File: src/rtl/pc_kontrolli.sv
// Program-counter controller: sequences fetch, execute-wait and PC update for a
// 24-bit word-addressed core, with relative branch, absolute jump and halt.
module pc_kontrolli #(
    parameter logic [23:0] RESET_VECTOR = 24'h000000,
    parameter logic [23:0] INCREMENT    = 24'h000001
) (
    input  logic        Clock,
    input  logic        Reset_n,
    output logic [23:0] pc,
    output logic        fetch_req,
    output logic [23:0] fetch_addr,
    input  logic        fetch_ack,
    input  logic [23:0] fetch_data,
    output logic [23:0] instr,
    output logic        instr_valid,
    input  logic        exec_done,
    input  logic        branch_taken,
    input  logic [23:0] branch_offset,
    input  logic        jump,
    input  logic [23:0] jump_target,
    input  logic        halt,
    input  logic        stall,
    output logic        halted,
    output logic        pc_wrap
);

    typedef enum logic [2:0] {
        StIdle,
        StFetch,
        StWaitExec,
        StUpdate,
        StHalt
    } state_e;

    state_e      state_q;
    logic [23:0] pc_q;
    logic [23:0] instr_q;
    logic        fetch_req_q;
    logic        instr_valid_q;
    logic        halted_q;
    logic        pc_wrap_q;

    // Sums carried in 26 bits so the exact signed result is representable;
    // any non-zero value in bits [25:24] means the result left 0..2^24-1.
    logic [25:0] seq_sum;
    logic [25:0] br_sum;
    logic [23:0] pc_next;
    logic        wrap_next;

    always_comb begin
        seq_sum   = {2'b00, pc_q} + {2'b00, INCREMENT};
        br_sum    = seq_sum + {{2{branch_offset[23]}}, branch_offset};
        pc_next   = seq_sum[23:0];
        wrap_next = (seq_sum[25:24] != 2'b00);
        if (!halt && jump) begin
            pc_next   = jump_target;
            wrap_next = 1'b0;
        end else if (!halt && branch_taken) begin
            pc_next   = br_sum[23:0];
            wrap_next = (br_sum[25:24] != 2'b00);
        end
    end

    always_ff @(posedge Clock or negedge Reset_n) begin
        if (!Reset_n) begin
            state_q       <= StIdle;
            pc_q          <= RESET_VECTOR;
            instr_q       <= 24'h000000;
            fetch_req_q   <= 1'b0;
            instr_valid_q <= 1'b0;
            halted_q      <= 1'b0;
            pc_wrap_q     <= 1'b0;
        end else begin
            instr_valid_q <= 1'b0;
            pc_wrap_q     <= 1'b0;
            case (state_q)
                StIdle, StUpdate: begin
                    if (!stall) begin
                        state_q     <= StFetch;
                        fetch_req_q <= 1'b1;
                    end
                end
                StFetch: begin
                    if (fetch_ack) begin
                        state_q       <= StWaitExec;
                        fetch_req_q   <= 1'b0;
                        instr_q       <= fetch_data;
                        instr_valid_q <= 1'b1;
                    end
                end
                StWaitExec: begin
                    if (exec_done) begin
                        pc_q      <= pc_next;
                        pc_wrap_q <= wrap_next;
                        if (halt) begin
                            state_q  <= StHalt;
                            halted_q <= 1'b1;
                        end else begin
                            state_q <= StUpdate;
                        end
                    end
                end
                StHalt: begin
                    state_q <= StHalt;
                end
                default: begin
                    state_q     <= StIdle;
                    fetch_req_q <= 1'b0;
                end
            endcase
        end
    end

    // pc only moves on the execute edge, so it is stable for a whole fetch.
    assign fetch_addr  = pc_q;
    assign pc          = pc_q;
    assign fetch_req   = fetch_req_q;
    assign instr       = instr_q;
    assign instr_valid = instr_valid_q;
    assign halted      = halted_q;
    assign pc_wrap     = pc_wrap_q;

endmodule

File: config.mk
export PLATFORM = sky130hd
export DESIGN_NAME = pc_kontrolli
export DESIGN_NICKNAME = d
export VERILOG_FILES = /design/src/rtl/pc_kontrolli.sv
export SDC_FILE = /design/constraint.sdc
export NUM_CORES = 1
export LEC_CHECK = 0
export ABC_AREA = 1
export ABC_CLOCK_PERIOD_IN_PS = 8200
export CAP_MARGIN = 20
export CORE_MARGIN = 3
export CORE_UTILIZATION = 53
export DETAILED_ROUTE_END_ITERATION = 6
export PLACE_DENSITY_LB_ADDON = 0.3
export REMOVE_ABC_BUFFERS = 1
export SETUP_SLACK_MARGIN = 0.02
export SLEW_MARGIN = 20
export SYNTH_ARGS = -nofsm -noshare
export SYNTH_HDL_FRONTEND = slang
export SYNTH_SLANG_ARGS = --single-unit
File: constraint.sdc
create_clock -name Clock -period 8.2 [get_ports Clock]
set_input_delay 1.23 -clock Clock [delete_from_list [all_inputs] [get_ports Clock]]
set_output_delay 1.23 -clock Clock [all_outputs]
set_load 0.05 [all_outputs]
==> summary.txt <==
Synth top area share -> 26.0%
kind of critical path -> in -> reg
Achievable Freq -> 280 MHz
DR WL/cell -> 14.5 um
Port Buffer Count -> 155
final net count -> 1170
largest cells by area after synthesis -> nand2_1, dfrtp_1, inv_1, ha_1, nand3_1
leak pwr -> 0.00378 uW
unique cell type count in the Yosys netlist -> 40
n_diodes -> 0
Detailed Route Iter0 Violations -> 670
DRT Wirelength -> 17300 um
clk root buf -> clkbuf_8
post-synthesis average cell area -> 5.88 sq um
IO Pins -> 156
cell area power density -> 410 mW/mm^2
DRC Markers -> 1
Worst EP required -> 8.45 ns
Gate Count Post-Synth -> 939
Hold Buf Count CTS -> 0
clk buf depth -> 2
Final Hold Vio Count -> 0
crit path time final -> 3.57 ns
vias -> 6246
R2R depth -> 17
Sum Neg Setup Slack -> 0 ns
FF-to-FF End -> fetch_addr[9]$_DFFE_PN0P_
Clock Sinks -> 55
Top FF cell, synth -> dfrtp_1
Starting Density -> 55.5%
Inserted Clock Buffers -> 5
area leader, netlist -> nand2_1
final core utilization -> 71.0%
Pins Over Slew Limit -> 0
Post-synth ARST share -> 100%
hold crit path type -> reg -> reg
#FFs+latches synth -> 55
total gr overflow -> 0
overall global routing resource usage -> 29.7%
crit path max fanout -> 29
number of synthesized flops with an enable pin -> 0
period utilization -> 43.6%
CP Launch Point -> halt
Core ar. -> 0.00995 sq mm
Slew @ Worst Pin -> 0.976 ns
CTS H-tree lvls -> 2
Seq/Total Area, Yosys -> 24.9%
WHS -> 0.492 ns
worst reg2reg path startpoint -> fetch_addr[0]$_DFFE_PN0P_
layout cells sized above 1 -> 3.77%
site row count -> 36
fillers -> 881
# Post-CTS Setup Buffers -> 0
Layout area overhead -> 28.1%
Antenna Nets Post-Route -> 0
clock latency on the worst-skew pair -> 0.32 ns
initial antenna violation count -> 0
gpl congestion -> 1.01
most frequent cell after synthesis -> nand2_1
CP Capture Type -> flop
CTS tree -> built
# setup viols final -> 0
Max Cap Violations -> 0
Slew HR -> 34.8%
reg2reg setup slack -> 4.87 ns
Worst EP arrival -> 3.82 ns
clock-pin slew on the worst setup and hold paths -> 0.10 ns
Layout Skew -> 0.00666 ns
die footprint -> 0.0117 sq mm
DR pass1 iterations -> 7
Die Y -> 108 um
mapped cell area -> 0.00552 sq mm
failing checks -> design-rule violations
first-pass GRT wire length -> 27600 um
average vias per placed instance -> 5.23
Synth top cells by count -> nand2_1, inv_1, nor2_1
CP endpoint -> fetch_addr[0]$_DFFE_PN0P_
RSZ-0062 raised after global routing -> false
VDD IR-drop max -> 0.000307 V
Synthesis Warnings -> 0
post_cts resized -> 0
outcome -> finished, violations left
largest net degree at the start of global routing -> 56
CP Launch Type -> input port
Die Wd -> 108 um
vias in the first global route -> 5860
Final HPWL DP -> 13900 um
[layout by cell type, fill, tap and decap left out, types with 3 or more instances in the layout]
| master | netlist | routed |
|---|---|---|
| clkdlybuf4s50_1 | 0 | 154 |
| nor2_2 | 7 | 7 |
| a21oi_1 | 29 | 29 |
| and2_1 | 9 | 9 |
| nand3b_1 | 4 | 4 |
| nand3_1 | 69 | 69 |
| clkbuf_8 | 0 | 5 |
| nand2_2 | 4 | 4 |
| nor2_1 | 90 | 90 |
| or2_2 | 4 | 4 |
| dfrtp_1 | 55 | 55 |
| nor3_1 | 8 | 8 |
| inv_2 | 3 | 3 |
| inv_1 | 135 | 135 |
| ha_1 | 28 | 28 |
| o21ai_0 | 17 | 17 |
| o211ai_1 | 3 | 3 |
| nand2_1 | 383 | 383 |
| nand4_1 | 10 | 10 |
| buf_4 | 26 | 3 |
| xor2_1 | 9 | 9 |
[worst max-delay path: stages]
cell and delay (ns):
clkdlybuf4s50_1 0.53, inv_1 0.07, nand2_1 0.65, inv_1 0.71
o21ai_0 0.40, nor2_1 0.08, o22ai_1 0.14
[power breakdown]
part / internal (uW) / switching (uW)
clock: 61.7 / 96.4
combinational: 709 / 1490
sequential: 392 / 156
total: 1160 / 1740
[metrics by stage]
stage / setup slack, ns / cell area, sq um / power [uW] / std cells
after CTS: 4.74 / 7070 / 2880 / 1195
final: 4.63 / 7070 / 2900 / 1195
after global routing: 4.52 / 7070 / 3110 / 1195
after floorplan: 4.74 / 5250 / 2020 / 896
after global placement: 4.52 / 6980 / 2690 / 1187
after detailed placement: 4.40 / 6980 / 2720 / 1187
[metal layers]
metal	vias to the layer above	share of wire, %	GRT usage (%)
li1	3112	-	-
met1	2778	41	38.6
met2	319	45	49.2
met3	37	10	7.04
met4	0	2.7	9.20
met5	-	0	0
[how the worst min path moves through the flow]
stage,from,endpoint,slack (ns),cells past startpoint
finish,instr[0]$_DFFE_PN0P_,instr[0]$_DFFE_PN0P_,0.49,2
global route,instr[0]$_DFFE_PN0P_,instr[0]$_DFFE_PN0P_,0.51,2
CTS,instr[0]$_DFFE_PN0P_,instr[0]$_DFFE_PN0P_,0.49,2
detailed placement,instr[12]$_DFFE_PN0P_,instr[12]$_DFFE_PN0P_,0.47,2
global placement,instr[14]$_DFFE_PN0P_,instr[14]$_DFFE_PN0P_,0.46,2
floorplan,state_q[1]$_DFFE_PN0P_,state_q[1]$_DFFE_PN0P_,0.49,2
[registers in the layout, summed over array words and instances (netlist names)]
name         flops
fetch_addr      24
fetch_req        1
halted           1
instr           24
instr_valid      1
pc_wrap          1
state_q          3
[cells by family (layout without fill, tap and decap cells)]
kind of cell / after synthesis / in the layout / share of synthesized area (%)
simple gates: 600 / 600 / 45.9
buf+inv: 181 / 304 / 14.3
compound gates: 63 / 63 / 6.44
flops: 55 / 55 / 24.9
fa+ha+maj: 29 / 29 / 6.71
xor+xnor: 11 / 11 / 1.75
[final cells by class]
class	count	area, sq um	area share (%)
clock buffer	6	72.6	1.03
clock inverter	2	16.3	0.230
inverter	138	518	7.32
multi-input combinational	703	3350	47.4
sequential	55	1380	19.5
tap	133	166	2.35
timing repair buffer	158	1570	22.2
No activity file was read; power rests on OpenSTA's default activity.
